$ cat src/rtl/ddram_arb_pkg.sv
// Shared types and widths for the DDR3 byte-port arbiter.
// Optional feature macro: DDRAM_ARB_RR_EN (round-robin arbitration).
package ddram_arb_pkg;
    localparam int DDR_ADDR_W = 28;
    localparam int DDR_DATA_W = 8;
    localparam int MAX_REQ    = 8;

    typedef enum logic [1:0] {GAP, IDLE, ISSUE, WAIT} arb_state_t;

    // Index width that stays legal for a single-entry vector.
    function automatic int idx_w(input int n);
        return (n > 1) ? $clog2(n) : 1;
    endfunction
endpackage

$ cat src/rtl/ddram_arb_pick.sv
// Combinational grant picker: fixed priority, or round-robin from ptr when
// DDRAM_ARB_RR_EN is defined.
module ddram_arb_pick
    import ddram_arb_pkg::*;
#(
    parameter  int NUM_REQ = 3,
    localparam int IW      = idx_w(NUM_REQ)
) (
    input  logic [NUM_REQ-1:0] req,
    input  logic [IW-1:0]      ptr,
    output logic [NUM_REQ-1:0] gnt,
    output logic [IW-1:0]      gnt_idx,
    output logic               any
);

`ifdef DDRAM_ARB_RR_EN
    logic [IW-1:0] j;

    always_comb begin
        gnt     = '0;
        gnt_idx = '0;
        any     = 1'b0;
        j       = '0;
        for (int i = 0; i < NUM_REQ; i++) begin
            j = IW'((int'(ptr) + i) % NUM_REQ);
            if (!any && req[j]) begin
                any     = 1'b1;
                gnt_idx = j;
            end
        end
        if (any) gnt[gnt_idx] = 1'b1;
    end
`else
    logic unused_ptr;
    assign unused_ptr = ^ptr;

    always_comb begin
        gnt     = '0;
        gnt_idx = '0;
        any     = 1'b0;
        for (int i = 0; i < NUM_REQ; i++) begin
            if (!any && req[i]) begin
                any     = 1'b1;
                gnt_idx = IW'(i);
            end
        end
        if (any) gnt[gnt_idx] = 1'b1;
    end
`endif

endmodule

$ cat src/rtl/ddram_arbiter.sv
// Shares one DDR3 byte port among NUM_REQ requesters, one transaction at a time.
// Define DDRAM_ARB_RR_EN for round-robin; fixed priority (lowest index) otherwise.
module ddram_arbiter
    import ddram_arb_pkg::*;
#(
    parameter int NUM_REQ = 3
) (
    input  logic                                  DDRAM_CLK,
    input  logic                                  reset,
    input  logic                                  DDRAM_BUSY,
    input  logic [NUM_REQ-1:0]                    req,
    input  logic [NUM_REQ-1:0]                    req_we,
    input  logic [NUM_REQ-1:0][DDR_ADDR_W-1:0]    req_addr,
    input  logic [NUM_REQ-1:0][DDR_DATA_W-1:0]    req_din,
    output logic [NUM_REQ-1:0]                    ack,
    output logic [DDR_DATA_W-1:0]                 rdata,
    output logic [DDR_ADDR_W-1:0]                 mem_addr,
    output logic [DDR_DATA_W-1:0]                 mem_din,
    output logic                                  mem_we,
    output logic                                  mem_rd,
    input  logic [DDR_DATA_W-1:0]                 mem_dout,
    input  logic                                  mem_ready
);

    localparam int IW = idx_w(NUM_REQ);

    if (NUM_REQ < 2 || NUM_REQ > MAX_REQ) begin : g_bad_num_req
        $error("ddram_arbiter: NUM_REQ out of range 2..8");
    end

    arb_state_t         state, state_nx;
    logic [NUM_REQ-1:0] pick_gnt, gnt_q;
    logic [IW-1:0]      pick_idx, ptr;
    logic               pick_any, type_we, load, done;

    ddram_arb_pick #(.NUM_REQ(NUM_REQ)) u_pick (
        .req     (req),
        .ptr     (ptr),
        .gnt     (pick_gnt),
        .gnt_idx (pick_idx),
        .any     (pick_any)
    );

    always_ff @(posedge DDRAM_CLK) begin
        if (reset) state <= GAP;
        else       state <= state_nx;
    end

    always_comb begin
        state_nx = state;
        unique case (state)
            GAP:   if (mem_ready && !DDRAM_BUSY) state_nx = IDLE;
            IDLE:  if (pick_any)                 state_nx = ISSUE;
            ISSUE: if (!mem_ready)               state_nx = WAIT;
            WAIT:  if (mem_ready)                state_nx = GAP;
            default:                             state_nx = GAP;
        endcase
    end

    // Strobes decode straight from flops; GAP keeps them low so the port
    // always samples a 0 before the next rising edge.
    always_comb begin
        load   = 1'b0;
        done   = 1'b0;
        mem_rd = 1'b0;
        mem_we = 1'b0;
        case (state)
            IDLE:  load = pick_any;
            ISSUE: begin
                mem_we = type_we;
                mem_rd = !type_we;
            end
            WAIT:  done = mem_ready;
            default: ;
        endcase
    end

    always_ff @(posedge DDRAM_CLK) begin
        if (reset) begin
            ack      <= '0;
            rdata    <= '0;
            mem_addr <= '0;
            mem_din  <= '0;
            type_we  <= 1'b0;
            gnt_q    <= '0;
        end else begin
            ack <= done ? gnt_q : '0;
            if (load) begin
                mem_addr <= req_addr[pick_idx];
                mem_din  <= req_din[pick_idx];
                type_we  <= req_we[pick_idx];
                gnt_q    <= pick_gnt;
            end
            if (done && !type_we) rdata <= mem_dout;
        end
    end

`ifdef DDRAM_ARB_RR_EN
    // ptr holds the next search start, i.e. last grant + 1.
    always_ff @(posedge DDRAM_CLK) begin
        if (reset)     ptr <= '0;
        else if (load) ptr <= (int'(pick_idx) == NUM_REQ - 1) ? '0 : pick_idx + 1'b1;
    end
`else
    assign ptr = '0;
`endif

endmodule
$ cat config.mk
export PLATFORM = sky130hd
export DESIGN_NAME = ddram_arbiter
export DESIGN_NICKNAME = d
export VERILOG_FILES = /design/src/rtl/ddram_arb_pkg.sv /design/src/rtl/ddram_arb_pick.sv /design/src/rtl/ddram_arbiter.sv
export SDC_FILE = /design/constraint.sdc
export NUM_CORES = 1
export LEC_CHECK = 0
export ABC_CLOCK_PERIOD_IN_PS = 2300
export CORE_MARGIN = 1
export CORE_UTILIZATION = 36
export DETAILED_ROUTE_END_ITERATION = 8
export PLACE_DENSITY = 0.78
export SLEW_MARGIN = 25
export SYNTH_ARGS = -nofsm -noshare
export SYNTH_HDL_FRONTEND = slang
export SYNTH_SLANG_ARGS = --single-unit
$ cat constraint.sdc
create_clock -name DDRAM_CLK -period 2.3 [get_ports DDRAM_CLK]
set_clock_uncertainty 0.15 [all_clocks]
set_input_delay 0.46 -clock DDRAM_CLK [delete_from_list [all_inputs] [get_ports DDRAM_CLK]]
set_output_delay 0.46 -clock DDRAM_CLK [all_outputs]
set_load 0.02 [all_outputs]
==> out/metrics.csv <==
stage,metric,value,unit
grt,antenna_found_initial,0,
worst_setup_path,critPathBufInv,2,
logic_synthesis,syn_area,0.002673,mm²
finish,finalInstanceArea,0.004598,mm²
logic_synthesis,syn_avg_cell_area,8.099,µm²
place,routabilityCongestion,0.8701,
worst_setup_path,required,1.69,ns
clocking,cts_tree,built,
power,internal_power,0.002135,W
worst_setup_path,crit_family,buffers and inverters,
worst_setup_path,cp_slowest_stage_delay,0.40,ns
clocking,insertion_delay,0.30,ns
power,seq_power_share,0.381,
power,swShare,0.3483,
worst_setup_path,crit_type,reg -> out,
sta,setup_viol,0,
routing,dr.pass1.iters,4,
routing,wl_per_cell,14.41,µm
grt,gr-usage-met2,0.4035,
power,power.density,712.4,mW/mm²
power,p_leak,1.760,nW
place,numPortBuffers,174,
worst_setup_path,worstPathArrival,1.53,ns
worst_setup_path,crit_slowest_cell,dfxtp_1,
routing,vias,2959,
grt,track_usage,0.2183,
worst_setup_path,critPathLaunchType,flip-flop,
finish,area_delta_synth_final,72.05,%
logic_synthesis,synth-async-reset-ratio,0,
logic_synthesis,synth_seq_cells,53,
grt,grt_pass1_vias,2866,
place,place_inst,586,
run_status,status,"finished, final reports clean",
logic_synthesis,synth_cell_types,33,
sta,tns,0,ns
clocking,hold_buffers,0,
logic_synthesis,synth_warnings,0,
finish,drive_gt1_frac,0.04444,
logic_synthesis,yosysMostFrequentCell,dfxtp_1,
sta,max_slew_margin,0.7560,
clocking,cts-root-buf,clkbuf_8,
power,switchingPower,0.001141,W
grt,grt_overflow_total,0,
floorplan,dieArea,0.007772,mm²
sta,report.final.slew_viol_count,0,
logic_synthesis,synthCells,330,
clocking,numCtsBuffers,5,
clocking,ctsHtreeMaxLevel,2,
logic_synthesis,synth_edf_count,0,
logic_synthesis,syn-num-nets,461,
finish,stdcell_count,594,
sta,hold_viol_final,0,
worst_setup_path,end_kind,output pin,
logic_synthesis,synth_area_leaders,"dfxtp_1 (40%), o31ai_1 (9.3%), nor2b_1 (8.2%)",
power,clock_power_share,0.158,
logic_synthesis,synth_common_cells,"dfxtp_1 (53), nor2_1 (48), nand2_1 (40)",
hold_path,min_path_type,reg -> reg,
clocking,cts.sinks,53,
finish,layout.nets,625,
grt,grt_max_degree,37,
floorplan,start_util,0.3704,
place,hpwl,6328,µm
clocking,clk_path_buf_depth,2,
floorplan,core_area,0.007214,mm²
logic_synthesis,seq_area_frac_synth,0.3970,
clocking,path_clk_slew,0.10,ns
sta,rsz0062_at_grt,false,
floorplan,pin_count,175,
logic_synthesis,synth_area_leader_cell,dfxtp_1,
routing,detail-route-antenna-nets,0,
finish,utilization,0.6374,
floorplan,fp.dieW,88.16,µm
flow_run,maxCapViolCount,0,
grt,grt_util_met1,0.2444,
grt,busiest_layer,met2,
worst_setup_path,rrSetupSlack,0.40,ns
logic_synthesis,synth_top_area_frac,0.3970,
grt,grt_pass1_wl,13280,µm
place,placed_cell_area,0.004517,mm²
sta,fmax,0.4678,GHz
power,ir_drop,0.3992,mV
grt,grt.met3_usage,0.05278,
sta,worst_pin_slew,0.3648,ns
worst_setup_path,crit_fanout,5,
floorplan,fp.dieH,88.16,µm
worst_setup_path,path_cells,inv_1 -> ha_1 -> and2_1 -> dlygate4sd2_1,
floorplan,rows,31,
power,combPwrFrac,0.461,
sta,post-route-period-util,0.9295,
routing,post_drt_via_cell_ratio,4.981,
routing,dr.first_iter.drc_count,88,
logic_synthesis,synth_flop_cell,dfxtp_1,
routing,finalWirelength,8557,µm
sta,period_minus_slack,2.138,ns
finish,antenna_cells,0,
routing,drc,0,
==> tightest hold or removal path: stages (launching register included) <==
cell	delay (ns)
dfxtp_1	0.32
nand2_1	0.05
o31ai_1	0.05
==> what timing repair did <==
item / in CTS / in global routing
buffers inserted: 0 / 0
endpoints found under the setup margin: 2 / 0
resized for setup: 2 / 0
==> per-stage QoR <==
step	hold slack, ns	worst slack [ns]	power [W]
after detailed placement	0.2885	0.1204	0.002787
after CTS	0.3068	0.1444	0.003307
final	0.3048	0.1622	0.003276
after global routing	0.3272	0.06550	0.003470
after floorplan	0.2802	0.6434	0.002032
after global placement	0.2833	0.1650	0.002756
==> final timing paths <==
| path | start | endpoint | depth (start not counted) |
|---|---|---|---|
| worst max-delay path | state[0]$_SDFFE_PP0P_ | mem_we | 4 |
| worst min-delay path | mem_addr[14]$_SDFFE_PP0P_ | mem_addr[14]$_SDFFE_PP0P_ | 2 |
| worst max register to register | state[1]$_SDFFE_PP0P_ | mem_din[5]$_SDFFE_PP0P_ | 6 |
| worst min register to register | mem_addr[14]$_SDFFE_PP0P_ | mem_addr[14]$_SDFFE_PP0P_ | 2 |
==> sequential cells by signal, indices dropped and copies added, names as in the netlist <==
register,count
type_we,1
gnt_q,3
mem_din,8
ack,3
state,2
rdata,8
mem_addr,28
==> logic make-up after synthesis <==
logic type / count (synthesis) / share of synthesized area
simple gates: 141 / 0.2477
flops: 53 / 0.3970
compound gates: 89 / 0.2271
buf+inv: 33 / 0.07069
fa+ha+maj: 5 / 0.02341
mux: 9 / 0.03418
==> power by group through the flow <==
stage | Clock [W] | Combinational, W | Sequential [W]
detailed placement | 0 | 0.00152 | 0.00127
CTS | 0.000539 | 0.00152 | 0.00125
global route | 0.000570 | 0.00163 | 0.00127
floorplan | 0 | 0.000548 | 0.00148
global placement | 0 | 0.00150 | 0.00126
finish | 0.000519 | 0.00151 | 0.00125
==> cell usage in the layout (no fill, tap or decap), types with 2 or more instances in the layout <==
cell,n
nor2_1,48
a21oi_1,3
clkbuf_1,2
dlygate4sd2_1,2
o31ai_1,33
o22ai_1,34
buf_4,4
nand3_1,2
clkdlybuf4s50_1,171
inv_1,5
nand2_1,40
mux2i_1,8
buf_12,6
nand2b_1,3
nor3_1,3
o21ai_0,7
nor2b_1,35
clkbuf_8,5
and2_1,4
o21ai_1,3
o311a_1,4
a22oi_1,2
ha_1,5
dfxtp_1,53
==> layer usage <==
layer	wire length, µm	up-vias	part of all wire
met5	0	-	0
met4	207	0	0.024
met3	604	16	0.071
met2	4170	123	0.49
met1	3574	1339	0.42
li1	-	1481	-
==> area by class of cell <==
type | count | area [µm²]
Tap cell | 99 | 123.9
Sequential cell | 53 | 1061
Clock buffer | 7 | 76.32
Fill cell | 665 | 2616
Multi-Input combinational cell | 244 | 1423
Timing Repair Buffer | 184 | 1884
Inverter | 6 | 22.52
Clock inverter | 1 | 7.507
Note: power is estimated with default switching activity, not from simulation.
